$ cat src/rtl/execute_seq_if.sv
// execute_seq_if: command handshake channel into the operand sequencer
interface execute_seq_if #(
  parameter int OP_SEL_WIDTH = 2,
  parameter int ADDR_WIDTH = 8,
  parameter int LEN_WIDTH = 4
);
  logic cmd_valid;
  logic cmd_ready;
  logic [OP_SEL_WIDTH-1:0] cmd_op;
  logic cmd_dot;
  logic [LEN_WIDTH-1:0] cmd_len;
  logic [ADDR_WIDTH-1:0] cmd_src_a;
  logic [ADDR_WIDTH-1:0] cmd_src_b;
  logic [ADDR_WIDTH-1:0] cmd_dst;
  modport master (
    output cmd_valid, cmd_op, cmd_dot, cmd_len, cmd_src_a, cmd_src_b, cmd_dst,
    input  cmd_ready
  );
  modport slave (
    input  cmd_valid, cmd_op, cmd_dot, cmd_len, cmd_src_a, cmd_src_b, cmd_dst,
    output cmd_ready
  );
endinterface

$ cat src/rtl/execute_seq.sv
// execute_seq: command-driven operand sequencer feeding execute_unit from the vector register file
module execute_seq #(
  parameter int PE_COUNT = 4,
  parameter int DATA_WIDTH = 8,
  parameter int ADDR_WIDTH = 8,
  parameter int LEN_WIDTH = 4,
  parameter int EXEC_CYCLES = 2,
  parameter int OP_SEL_WIDTH = 2
) (
  input  logic clk,
  input  logic rstn,
  execute_seq_if.slave cmd,
  output logic rd_en,
  output logic [ADDR_WIDTH-1:0] rd_addr_a,
  output logic [ADDR_WIDTH-1:0] rd_addr_b,
  input  logic [PE_COUNT*DATA_WIDTH-1:0] rd_data_a,
  input  logic [PE_COUNT*DATA_WIDTH-1:0] rd_data_b,
  output logic [PE_COUNT*DATA_WIDTH-1:0] a,
  output logic [PE_COUNT*DATA_WIDTH-1:0] b,
  output logic [OP_SEL_WIDTH-1:0] pe_op,
  output logic dot_prod_en,
  output logic shift,
  input  logic [PE_COUNT*DATA_WIDTH-1:0] elem_out,
  input  logic [PE_COUNT*DATA_WIDTH-1:0] dot_out,
  output logic wr_en,
  output logic [ADDR_WIDTH-1:0] wr_addr,
  output logic [PE_COUNT*DATA_WIDTH-1:0] wr_data,
  output logic busy,
  output logic done
);
  localparam int CW = EXEC_CYCLES > 1 ? $clog2(EXEC_CYCLES) : 1;
  typedef enum logic [2:0] {IDLE, READ, LOAD, EXEC, WRITE, FINISH} state_t;
  state_t state;
  logic [OP_SEL_WIDTH-1:0] op_q;
  logic dot_q;
  logic [LEN_WIDTH-1:0] len_q, k, k_nx;
  logic [ADDR_WIDTH-1:0] src_a_q, src_b_q, dst_q;
  logic [CW-1:0] cnt;
  logic last, ex_last;
  assign k_nx = k + LEN_WIDTH'(1);
  assign last = k == len_q - LEN_WIDTH'(1);
  assign ex_last = cnt == CW'(EXEC_CYCLES - 1);
  assign cmd.cmd_ready = rstn && state == IDLE;
  assign busy = state != IDLE;
  assign wr_data = wr_en ? (dot_q ? dot_out : elem_out) : '0;
  always_ff @(posedge clk) begin
    if (!rstn) begin
      state <= IDLE;
      op_q <= '0;
      dot_q <= 1'b0;
      len_q <= '0;
      src_a_q <= '0;
      src_b_q <= '0;
      dst_q <= '0;
      k <= '0;
      cnt <= '0;
      a <= '0;
      b <= '0;
      pe_op <= '0;
      dot_prod_en <= 1'b0;
      shift <= 1'b0;
      rd_en <= 1'b0;
      rd_addr_a <= '0;
      rd_addr_b <= '0;
      wr_en <= 1'b0;
      wr_addr <= '0;
      done <= 1'b0;
    end else begin
      rd_en <= 1'b0;
      wr_en <= 1'b0;
      done <= 1'b0;
      case (state)
        IDLE: if (cmd.cmd_valid) begin
          op_q <= cmd.cmd_op;
          dot_q <= cmd.cmd_dot;
          len_q <= cmd.cmd_len;
          src_a_q <= cmd.cmd_src_a;
          src_b_q <= cmd.cmd_src_b;
          dst_q <= cmd.cmd_dst;
          pe_op <= cmd.cmd_op;
          k <= '0;
          if (cmd.cmd_len == '0) begin
            state <= FINISH;
            done <= 1'b1;
          end else begin
            state <= READ;
            rd_en <= 1'b1;
            rd_addr_a <= cmd.cmd_src_a;
            rd_addr_b <= cmd.cmd_src_b;
            dot_prod_en <= cmd.cmd_dot;
          end
        end
        READ: state <= LOAD;
        LOAD: begin
          a <= rd_data_a;
          b <= rd_data_b;
          cnt <= '0;
          shift <= dot_q && k == '0;
          state <= EXEC;
        end
        EXEC: if (!ex_last) cnt <= cnt + CW'(1);
        else begin
          shift <= 1'b0;
          if (dot_q && !last) begin
            k <= k_nx;
            state <= READ;
            rd_en <= 1'b1;
            rd_addr_a <= src_a_q + ADDR_WIDTH'(k_nx);
            rd_addr_b <= src_b_q + ADDR_WIDTH'(k_nx);
          end else begin
            state <= WRITE;
            wr_en <= 1'b1;
            wr_addr <= dot_q ? dst_q : dst_q + ADDR_WIDTH'(k);
          end
        end
        WRITE: if (dot_q || last) begin
          state <= FINISH;
          done <= 1'b1;
          dot_prod_en <= 1'b0;
        end else begin
          k <= k_nx;
          state <= READ;
          rd_en <= 1'b1;
          rd_addr_a <= src_a_q + ADDR_WIDTH'(k_nx);
          rd_addr_b <= src_b_q + ADDR_WIDTH'(k_nx);
        end
        FINISH: begin
          state <= IDLE;
          pe_op <= '0;
        end
        default: state <= IDLE;
      endcase
    end
  end
endmodule

$ cat src/flat_wrapper.sv
// flat-port wrapper written by rule: the top's interface ports become plain ports
module execute_seq_flat 
#(
  parameter int PE_COUNT = 4,
  parameter int DATA_WIDTH = 8,
  parameter int ADDR_WIDTH = 8,
  parameter int LEN_WIDTH = 4,
  parameter int EXEC_CYCLES = 2,
  parameter int OP_SEL_WIDTH = 2
)
  (clk, rstn, rd_en, rd_addr_a, rd_addr_b, rd_data_a, rd_data_b, a, b, pe_op, dot_prod_en, shift, elem_out, dot_out, wr_en, wr_addr, wr_data, busy, done, cmd_cmd_valid, cmd_cmd_op, cmd_cmd_dot, cmd_cmd_len, cmd_cmd_src_a, cmd_cmd_src_b, cmd_cmd_dst, cmd_cmd_ready);
  execute_seq_if #(.OP_SEL_WIDTH(OP_SEL_WIDTH), .ADDR_WIDTH(ADDR_WIDTH), .LEN_WIDTH(LEN_WIDTH)) cmd_i ();
  input  logic clk;
  input  logic rstn;
  output logic rd_en;
  output logic [ADDR_WIDTH-1:0] rd_addr_a;
  output logic [ADDR_WIDTH-1:0] rd_addr_b;
  input  logic [PE_COUNT*DATA_WIDTH-1:0] rd_data_a;
  input  logic [PE_COUNT*DATA_WIDTH-1:0] rd_data_b;
  output logic [PE_COUNT*DATA_WIDTH-1:0] a;
  output logic [PE_COUNT*DATA_WIDTH-1:0] b;
  output logic [OP_SEL_WIDTH-1:0] pe_op;
  output logic dot_prod_en;
  output logic shift;
  input  logic [PE_COUNT*DATA_WIDTH-1:0] elem_out;
  input  logic [PE_COUNT*DATA_WIDTH-1:0] dot_out;
  output logic wr_en;
  output logic [ADDR_WIDTH-1:0] wr_addr;
  output logic [PE_COUNT*DATA_WIDTH-1:0] wr_data;
  output logic busy;
  output logic done;
  input wire logic [$bits(cmd_i.cmd_valid)-1:0] cmd_cmd_valid;
  input wire logic [$bits(cmd_i.cmd_op)-1:0] cmd_cmd_op;
  input wire logic [$bits(cmd_i.cmd_dot)-1:0] cmd_cmd_dot;
  input wire logic [$bits(cmd_i.cmd_len)-1:0] cmd_cmd_len;
  input wire logic [$bits(cmd_i.cmd_src_a)-1:0] cmd_cmd_src_a;
  input wire logic [$bits(cmd_i.cmd_src_b)-1:0] cmd_cmd_src_b;
  input wire logic [$bits(cmd_i.cmd_dst)-1:0] cmd_cmd_dst;
  output wire logic [$bits(cmd_i.cmd_ready)-1:0] cmd_cmd_ready;
  assign cmd_i.cmd_valid = cmd_cmd_valid;
  assign cmd_i.cmd_op = cmd_cmd_op;
  assign cmd_i.cmd_dot = cmd_cmd_dot;
  assign cmd_i.cmd_len = cmd_cmd_len;
  assign cmd_i.cmd_src_a = cmd_cmd_src_a;
  assign cmd_i.cmd_src_b = cmd_cmd_src_b;
  assign cmd_i.cmd_dst = cmd_cmd_dst;
  assign cmd_cmd_ready = cmd_i.cmd_ready;
  execute_seq #(.PE_COUNT(PE_COUNT), .DATA_WIDTH(DATA_WIDTH), .ADDR_WIDTH(ADDR_WIDTH), .LEN_WIDTH(LEN_WIDTH), .EXEC_CYCLES(EXEC_CYCLES), .OP_SEL_WIDTH(OP_SEL_WIDTH)) u_core (.clk(clk), .rstn(rstn), .cmd(cmd_i), .rd_en(rd_en), .rd_addr_a(rd_addr_a), .rd_addr_b(rd_addr_b), .rd_data_a(rd_data_a), .rd_data_b(rd_data_b), .a(a), .b(b), .pe_op(pe_op), .dot_prod_en(dot_prod_en), .shift(shift), .elem_out(elem_out), .dot_out(dot_out), .wr_en(wr_en), .wr_addr(wr_addr), .wr_data(wr_data), .busy(busy), .done(done));
endmodule
$ cat config.mk
export PLATFORM = sky130hd
export DESIGN_NAME = execute_seq_flat
export DESIGN_NICKNAME = d
export VERILOG_FILES = /design/src/rtl/execute_seq_if.sv /design/src/rtl/execute_seq.sv /design/src/flat_wrapper.sv
export SDC_FILE = /design/constraint.sdc
export NUM_CORES = 1
export LEC_CHECK = 0
export ABC_AREA = 1
export CORE_UTILIZATION = 38
export DETAILED_ROUTE_END_ITERATION = 6
export DONT_BUFFER_PORTS = 1
export GPL_ROUTABILITY_DRIVEN = 0
export REMOVE_ABC_BUFFERS = 1
export SYNTH_ARGS = -nofsm -noshare
export SYNTH_HDL_FRONTEND = slang
export SYNTH_SLANG_ARGS = --single-unit
$ cat constraint.sdc
create_clock -name clk -period 2.2 [get_ports clk]
set_input_delay 0.44 -clock clk [delete_from_list [all_inputs] [get_ports clk]]
set_output_delay 0.44 -clock clk [all_outputs]
set_load 0.02 [all_outputs]
==> results of run 1 <==
-- flip-flops by register name (all words and copies together) (netlist names), 3 cells and up --
signal            cells
u_core.b             32
u_core.rd_addr_a      8
u_core.src_b_q        8
u_core.len_q          4
u_core.rd_addr_b      8
u_core.wr_addr        8
u_core.a             32
u_core.src_a_q        8
u_core.state          3
u_core.dst_q          8
u_core.k              4
-- cell usage after synthesis (2+ instances only) --
library cell	n	area share, %
nand4_1	13	1.3
fa_1	3	0.95
a21oi_1	47	3.7
ha_1	15	3.0
nand2_4	3	0.54
nand2_1	94	5.6
xnor2_1	3	0.42
dfxtp_1	132	42
inv_1	49	2.9
inv_2	8	0.48
nand3_1	21	1.7
nor3_1	6	0.48
xor2_1	9	1.3
nor2_1	267	16
nor2_2	2	0.20
nand2_2	2	0.20
buf_2	7	0.56
buf_6	4	0.71
o21ai_1	6	0.48
clkbuf_1	39	2.3
o21ai_0	155	12
o21ai_2	5	0.70
nand3_4	3	0.83
nor2_4	3	0.54
-- final timing paths --
kind | startpoint | end | slack (ps) | cells past startpoint
worst max-delay path | u_core.dot_q$_SDFFE_PN0P_ | wr_data[6] | 80 | 3
worst min register to register | u_core.cnt$_SDFFE_PN0P_ | u_core.cnt$_SDFFE_PN0P_ | 460 | 2
worst max register to register | u_core.k[0]$_SDFFE_PN0P_ | u_core.rd_addr_a[5]$_SDFFE_PN0P_ | 110 | 13
worst min-delay path | rstn | u_core.rd_en$_SDFF_PN0_ | 140 | 2
-- routing by layer --
layer  wire length (um)  vias up  track usage [%]
li1                   -     2917                -
met1               8072     2564            26.09
met2               7727      168            28.04
met3               1460       16            8.591
met4                180        2            5.274
met5                 13        -                0
-- metrics by stage --
stage	hold slack [ps]	worst slack, ps	area, um^2	utilization, %
finish	142.1	79.46	7187	44.76
global placement	452.2	59.51	6533	40.68
global route	114.2	-58.49	7187	44.76
detailed placement	456.5	33.06	6533	40.68
CTS	117.5	0.9248	7096	44.19
floorplan	441.1	-589.3	6062	-
-- final cells by class --
| type | count | area (um^2) |
|---|---|---|
| well taps | 216 | 270.3 |
| fillers | 1602 | 8871 |
| clock buffers | 17 | 425.4 |
| repair buffers | 24 | 209.0 |
| multi-input cells | 663 | 3284 |
| flip-flops and latches | 132 | 2645 |
| inverters | 57 | 217.7 |
| clock inverters | 15 | 135.1 |
-- cells by family (layout without fill, tap and decap cells) --
logic type | Yosys count | count (layout) | share of synthesized area, %
XOR/XNOR | 12 | 12 | 1.668
AO/OA/AOI/OAI | 215 | 215 | 17.46
buffers and inverters | 109 | 113 | 7.170
AND/OR/NAND/NOR | 417 | 418 | 27.83
adder cells (fa/ha/maj) | 18 | 18 | 3.933
flip-flops | 132 | 132 | 41.95
-- repair_timing --
action                                  4_1_cts  5_1_grt
cloned                                        0        1
pin swaps                                     0        1
hold endpoints to repair                      0        0
resized for setup                             2       14
endpoints found under the setup margin        2       35
buffers inserted                              0        1
-- power groups by stage --
stage | clock [uW] | sequential, uW | combinational [uW]
final | 2700 | 4060 | 2950
after global routing | 2880 | 4150 | 3390
after CTS | 2760 | 4060 | 2880
after detailed placement | 0 | 4110 | 2860
after global placement | 0 | 4100 | 2830
after floorplan | 0 | 3980 | 2080
-- worst register-to-register path, delay by kind of cell (launching register included) --
kind | cells | cell delay (ps)
xor gates and xnor gates | 1 | 220
adders and majority gates | 2 | 410
AOI/OAI and AO/OA | 3 | 450
and+or+nand+nor | 6 | 420
buffers and inverters | 1 | 160
DFF | 1 | 360
==> impl_metrics.env, run 1 <==
export IMPL_status="finished clean"
export IMPL_via_per_inst=5.042
export IMPL_power_switching_share_pct=41.94
export IMPL_critical_path_max_fanout=40
export IMPL_p_int_uw=5641
export IMPL_period_share_pct=96.39
export IMPL_synth_warnings=0
export IMPL_grt_pass1_vias=4772
export IMPL_ys_seq_area_share_pct=41.95
export IMPL_cap_violations=0
export IMPL_grtUsageTotal_pct=19.43
export IMPL_layout_commonest_cell="nor2_1"
export IMPL_instances_no_fill=1124
export IMPL_cts_buffers=17
export IMPL_cp_num_buf_inv=1
export IMPL_cts_hold_buf=0
export IMPL_routedWlPerCell_um=15.53
export IMPL_grt_pass1_wl_um=25450
export IMPL_clock_path_buffers=2
export IMPL_grt_antenna_before_repair=1
export IMPL_synth_avg_cell_area_um2=6.977
export IMPL_area_growth_pct=14.08
export IMPL_crit_type="reg -> out"
export IMPL_htreeDepth=4
export IMPL_worst_hold_path_type="in -> reg"
export IMPL_rows=46
export IMPL_path_delay_family="flip-flops"
export IMPL_initial_core_util_pct=39.23
export IMPL_clock_power_share_pct=27.8
export IMPL_fin_crit_ps=2121
export IMPL_vdd_ir_drop_max_v=0.0007152
export IMPL_final_setup_tns_ps=0
export IMPL_place_hpwl_um=12310
export IMPL_drc=0
export IMPL_ant_nets=0
export IMPL_cpPeakStageDelay_ps=390
export IMPL_antenna_cells=0
export IMPL_portBuffers=0
export IMPL_grt_max_degree=120
export IMPL_synth_edf_count=0
export IMPL_cts_sinks=132
export IMPL_die_h_um=130.8
export IMPL_grt_ovfl_total=0
export IMPL_powerDensity_mw_per_mm2=1352
export IMPL_slew_headroom_pct=65.29
export IMPL_ys_async_sr_fraction_pct=0
export IMPL_power_switching_uw=4074
export IMPL_netlist_area_mm2=0.006300
export IMPL_postSynthCellCount=903
export IMPL_final_cell_mix="nor2_1, o21ai_0, dfxtp_1, nand2_1"
export IMPL_placed_cells=1090
export IMPL_p_comb_share_pct=30.4
export IMPL_yosys_cell_types_count=31
export IMPL_drtIter0Drc=315
export IMPL_setup_viol=0
export IMPL_fmaxAchievable_ghz=0.4716
export IMPL_cts_tree="yes"
export IMPL_clkTransAtPathRegs_ps=60
export IMPL_p_leak_uw=0.003060
export IMPL_path_cells="buf_6, o21ai_0, nor2_1"
export IMPL_crit_arrival_ps=1680
export IMPL_slew_viol_final=0
export IMPL_dr_pass1_iters=4
export IMPL_critical_path_required_ps=1760
export IMPL_pin_count=291
export IMPL_die_x_um=130.8
export IMPL_seq_power_share_pct=41.8
export IMPL_rsz0062_at_grt="yes"
export IMPL_core_mm2=0.01606
export IMPL_ys_seq_elements=132
export IMPL_start_kind="flop"
export IMPL_final_hold_violation_count=0
export IMPL_die_area_mm2=0.01710
export IMPL_vias=5667
export IMPL_power_uw=9715
export IMPL_drive_gt1_share_pct=11.34
export IMPL_ys_flop_type="dfxtp_1"
export IMPL_fin_nets=1075
export IMPL_worst_pin_slew_ps=518.8
export IMPL_crit_slowest_cell="dfxtp_1"
export IMPL_clock_skew_ps=10.49
export IMPL_clk_latency_ps=420
export IMPL_cts_root_buf="clkbuf_16"
export IMPL_wirelength_um=17450
export IMPL_endpoint_kind="output pin"
No activity file was read; power rests on OpenSTA's default activity.
==> run 2: changes to the inputs <==
SLEW_MARGIN = 20   (was default)
==> results of run 2 <==
The final DEF is identical to that of run 1; final timing and power are the same.
